File: config.mk
export PLATFORM = sky130hd
export DESIGN_NAME = cram_port_arb
export DESIGN_NICKNAME = d
export VERILOG_FILES = /design/src/rtl/cram_port_arb.sv
export SDC_FILE = /design/constraint.sdc
export NUM_CORES = 1
export LEC_CHECK = 0
export BUFFER_PORTS_ARGS = -buffer_cell sky130_fd_sc_hd__buf_2
export CORE_AREA = 2 2 123 125
export CTS_BUF_LIST = sky130_fd_sc_hd__clkbuf_8 sky130_fd_sc_hd__clkbuf_16
export DETAILED_ROUTE_END_ITERATION = 16
export DIE_AREA = 0 0 125 127
export PLACE_DENSITY = 0.64
export SYNTH_ARGS = -nofsm -noshare
export SYNTH_HDL_FRONTEND = slang
export SYNTH_SLANG_ARGS = --single-unit
File: constraint.sdc
create_clock -name clk -period 1.8 [get_ports clk]
set_input_delay 0.18 -clock clk [delete_from_list [all_inputs] [get_ports clk]]
set_output_delay 0.18 -clock clk [all_outputs]
set_load 0.05 [all_outputs]
File: src/rtl/cram_port_arb.sv
// -----------------------------------------------------------------------------
// cram_port_arb
//   Arbitrates the core's instruction-fetch port and load/store port onto the
//   code-RAM strobe interface (64 KB SPRAM at address 0). At most one RAM
//   access is outstanding. Its registered read data is returned to the
//   requester with a valid/ready handshake. A one-entry hold register keeps
//   the response while the consumer is not ready.
//
// Ports
//   clk, rst                      clock, asynchronous active-high reset
//   f_req/f_adrs/f_gnt            fetch request, byte address, accept
//   f_rvalid/f_rdata/f_err        fetch response (f_err = out-of-range)
//   f_rready                      fetch consumer ready
//   d_req/d_we/d_wst/d_adrs/
//   d_wdata/d_gnt                 data request (write, strobes, addr, data)
//   d_rvalid/d_rdata/d_err        data response (rdata = 0 for writes)
//   d_rready                      data consumer ready
//   ccs/cadrs                     RAM code-port strobe and address
//   dcs/drd/dwe/dwst/dadrs/din    RAM data-port strobes, address, write data
//   ram_dout                      RAM read data, valid one cycle after strobe
// -----------------------------------------------------------------------------
module cram_port_arb #(
   parameter int XLEN = 32,
   parameter int AW   = 16,
   parameter int FAIR = 4
) (
   input  logic              clk,
   input  logic              rst,
   input  logic              f_req,
   input  logic [XLEN-1:0]   f_adrs,
   output logic              f_gnt,
   output logic              f_rvalid,
   output logic [XLEN-1:0]   f_rdata,
   output logic              f_err,
   input  logic              f_rready,
   input  logic              d_req,
   input  logic              d_we,
   input  logic [XLEN/8-1:0] d_wst,
   input  logic [XLEN-1:0]   d_adrs,
   input  logic [XLEN-1:0]   d_wdata,
   output logic              d_gnt,
   output logic              d_rvalid,
   output logic [XLEN-1:0]   d_rdata,
   output logic              d_err,
   input  logic              d_rready,
   output logic              ccs,
   output logic [XLEN-1:0]   cadrs,
   output logic              dcs,
   output logic              drd,
   output logic              dwe,
   output logic [XLEN/8-1:0] dwst,
   output logic [XLEN-1:0]   dadrs,
   output logic [XLEN-1:0]   din,
   input  logic [XLEN-1:0]   ram_dout
);

   localparam int CW = $clog2(FAIR + 1);

   typedef enum logic [1:0] {IDLE, RESP, HOLD} state_t;

   state_t            state_q, state_d;
   logic              src_q, src_d;      // 1 = data port owns the response
   logic              err_q, err_d;
   logic              we_q, we_d;
   logic [CW-1:0]     cnt_q, cnt_d;
   logic [XLEN-1:0]   hold_q, hold_d;

   logic              f_oor, d_oor;
   logic              resp_rdy;
   logic              win;
   logic              fetch_wins;
   logic [XLEN-1:0]   resp_data;
   logic [XLEN-1:0]   rdata;
   logic              busy;

   assign f_oor      = |f_adrs[XLEN-1:AW];
   assign d_oor      = |d_adrs[XLEN-1:AW];
   assign resp_rdy   = src_q ? d_rready : f_rready;
   assign resp_data  = (err_q | we_q) ? '0 : ram_dout;
   // Grants are also suppressed while reset is held so every strobe reads 0.
   assign win        = ~rst & ((state_q == IDLE) | ((state_q == RESP) & resp_rdy));
   assign fetch_wins = f_req & (~d_req | (cnt_q == CW'(FAIR)));
   assign f_gnt      = win & fetch_wins;
   assign d_gnt      = win & d_req & ~fetch_wins;

   // State register
   always_ff @(posedge clk or posedge rst) begin
      if (rst) begin
         state_q <= IDLE;
         src_q   <= 1'b0;
         err_q   <= 1'b0;
         we_q    <= 1'b0;
         cnt_q   <= '0;
         hold_q  <= '0;
      end else begin
         state_q <= state_d;
         src_q   <= src_d;
         err_q   <= err_d;
         we_q    <= we_d;
         cnt_q   <= cnt_d;
         hold_q  <= hold_d;
      end
   end

   // Next-state logic
   always_comb begin
      state_d = state_q;
      src_d   = src_q;
      err_d   = err_q;
      we_d    = we_q;
      cnt_d   = cnt_q;
      hold_d  = hold_q;
      case (state_q)
         IDLE: if (f_gnt | d_gnt) state_d = RESP;
         RESP: begin
            if (resp_rdy) begin
               state_d = (f_gnt | d_gnt) ? RESP : IDLE;
            end else begin
               state_d = HOLD;
               hold_d  = resp_data;
            end
         end
         HOLD: if (resp_rdy) state_d = IDLE;
         default: state_d = IDLE;
      endcase
      if (f_gnt) begin
         src_d = 1'b0;
         err_d = f_oor;
         we_d  = 1'b0;
         cnt_d = '0;
      end else if (d_gnt) begin
         src_d = 1'b1;
         err_d = d_oor;
         we_d  = d_we;
         if (f_req && (cnt_q != CW'(FAIR))) cnt_d = cnt_q + CW'(1);
      end
   end

   // Outputs
   always_comb begin
      busy     = (state_q != IDLE);
      rdata    = (state_q == HOLD) ? hold_q : resp_data;
      f_rvalid = busy & ~src_q;
      d_rvalid = busy & src_q;
      f_rdata  = f_rvalid ? rdata : '0;
      d_rdata  = d_rvalid ? rdata : '0;
      f_err    = f_rvalid & err_q;
      d_err    = d_rvalid & err_q;
      ccs      = f_gnt & ~f_oor;
      cadrs    = f_adrs;
      dcs      = d_gnt & ~d_oor;
      drd      = dcs & ~d_we;
      dwe      = dcs & d_we;
      dwst     = dcs ? d_wst : '0;
      dadrs    = d_adrs;
      din      = d_wdata;
   end

endmodule

==> flow_summary.toml <==
[outcome]
outcome = "complete, but fails checks"
failed_checks = "setup timing"

[placement]
place_area_um2 = 3860
io_buffers = 184
dp_slack_ns = -0.0642
dp_hpwl_mm = 7.86
globalplace.congestion = 0.771

[hold_path]
hold_path.class = "input pin to flip-flop"

[grt]
grt_pass1_vias = 3208
grt_max_degree = 45
antenna_found_initial = 1
grt_remaining_overflow = 0
grtUsageTotal_pct = 13.5
grt_pass1_wl_mm = 17.4

[sta]
finalCriticalPeriod_ns = 1.89
skew_ns = 0.00821
max_slew_margin_pct = 66.0
worst_pin_slew_ns = 0.505
setup_viol = 65
min_period_over_period_pct = 105
timing.fmax_ghz = 0.529
finalHoldViolCount = 0
rsz0062_at_grt = "yes"
fin_hold_ws_ns = 0.137
fin_ws_ns = -0.0919
drv_slew = 0

[die]
dieArea_um2 = 15900
core_area_um2 = 14400
ioPinCount = 313
fp.dieW_um = 125
rows = 44
start_util_pct = 22.7
dieHeight_um = 127

[cells_and_area]
utilization_pct = 38.6
fillers = 1459
n_antenna_cell = 0
fin_nets = 702
drive_gt1_share_pct = 65.8
final_cell_area_um2 = 5570
syn2layout_area_growth_pct = 70.2
final_common_cell = "buf_2"
mostFrequentLayoutCells = "buf_2, buf_6, nand2_1"

[synthesis]
synth_area_um2 = 3270
synth-seq-cells = 40
syn-instance-count = 450
ys_types = 32
yosys-top-cells-area = "dfrtp_1, buf_4, nor2_1"
synth_nets = 591
yosysTopAreaCell = "dfrtp_1"
synth_seq_area_share_pct = 30.6
synth_top_area_share_pct = 30.6
yosysWarnings = 0
post_synth.cell_area_avg_um2 = 7.27

[drt]
num_vias = 3317
wl_per_cell_um = 17.0
drc = 0
firstDrtPassIters = 4
ant_nets = 0
drt_iter0_drc = 81
via_per_inst = 4.45
drt-total-wl_mm = 12.7

[pwr]
p_clk_share_pct = 28.4
p_sw_mw = 1.42
ir_drop_uv = 381
p_leak_nw = 2.42
pwr-share-comb_pct = 44.2
p_seq_share_pct = 27.4
cellPowerDensity_nw_per_um2 = 646
power.internal_mw = 2.17
total_power_mw = 3.60
p_sw_share_pct = 39.5

[clocking]
clk-insertion-delay-late_ns = 0.28
clock_sinks = 40
htreeDepth = 2
clockBufferDepth = 2
cts_buffers = 5
cts_tree = "done"
cts-root-buf = "clkbuf_16"
clk_pin_slew_ns = 0.07

[setup_path]
ff2ff_setup_slack_ns = 0.08
worstPathArrival_ns = 1.71
endpoint_kind = "output port"
required_ns = 1.62
crit_path_max_fanout = 8
crit_type = "flip-flop to output port"
crit_path_start_kind = "flip-flop"

[flow_run]
drv_cap = 0
[per-layer routing]
| layer | global-route usage [%] | part of all wire (%) | vias to the layer above |
|---|---|---|---|
| li1 | - | - | 1602 |
| met1 | 18.5 | 43 | 1569 |
| met2 | 21.6 | 50 | 120 |
| met3 | 2.89 | 5.7 | 26 |
| met4 | 3.92 | 2.0 | 0 |
| met5 | 0 | 0 | - |
[kinds of logic after synthesis]
group	share of synthesized area [%]
AO/OA/AOI/OAI	13.6
adder cells (fa/ha/maj)	0.764
buffers and inverters	27.4
flip-flops	30.6
multiplexers	0.459
AND/OR/NAND/NOR	27.3
[state kept, by name, summed over array words and instances (netlist names)]
register,cells
hold_q,32
cnt_q,3
state_q,2
err_q,1
src_q,1
we_q,1
[Yosys cell counts]
library cell  count
a211oi_2          1
a21boi_0          1
a21oi_1          34
a22o_1            1
and2_1            5
and3_1           33
and4_1            2
buf_2             2
buf_4            98
buf_6             4
clkbuf_1         20
dfrtp_1          40
ha_1              2
inv_1             8
mux2_4            1
nand2_1          69
nand2b_1          2
nand3_1           1
nand4_1           1
nor2_1           71
nor2b_1           2
nor3_1            1
nor3b_1           1
nor4_1            8
o211ai_1          1
o21a_1            1
o21ai_0           7
o21ai_1          20
o21ai_2          10
o31ai_1           1
or2_2             1
or3_1             1
[worst paths after layout]
kind                         startpoint          to  cells after the start
min                        ram_dout[15]  hold_q[15]                      3
min reg2reg                   hold_q[9]   hold_q[9]                      2
max                               src_q         dwe                      5
min in group asynchronous           rst    cnt_q[1]                      3
max reg2reg                       src_q  hold_q[11]                      6
max in group asynchronous           rst   hold_q[7]                      4
[power by group through the flow]
stage	registers, mW	logic [mW]	clock network (mW)
global placement	0.999	1.12	0
finish	0.987	1.59	1.02
detailed placement	1.00	1.13	0
CTS	0.986	1.28	1.06
floorplan	0.995	1.11	0
global route	0.992	1.71	1.09
[worst max-delay path, stage by stage (launching register included)]
cell and delay (ns):
dfrtp_1 0.39, mux2_4 0.33, o21a_4 0.24, and4_4 0.17, and2_4 0.15, buf_8 0.14
[timing repair]
action | 4_1_cts | 5_1_grt
buffers inserted | 4 | 8
cloned | 3 | 8
hold buffers | 1 | 0
pin swaps | 13 | 33
endpoints found under the hold margin | 15 | 0
resized for setup | 164 | 156
setup endpoints to repair | 76 | 77
[cell type report]
cell class	count	area, µm²	share of cell area (%)
repair buffers	228	2090	37.5
clock buffers	5	125	2.25
clock inverters	3	38.8	0.696
inverters	8	30.0	0.539
flip-flops and latches	40	1000	18.0
well taps	184	230	4.13
multi-input cells	278	2050	36.9
[metrics by stage]
stage / cells / TNS, ns
CTS: 730 / -1.19
detailed placement: 714 / -0.333
floorplan: 450 / -7.67
global placement: 714 / -0.222
finish: 746 / -1.97
global route: 746 / -6.59
Note: power is estimated with default switching activity, not from simulation.
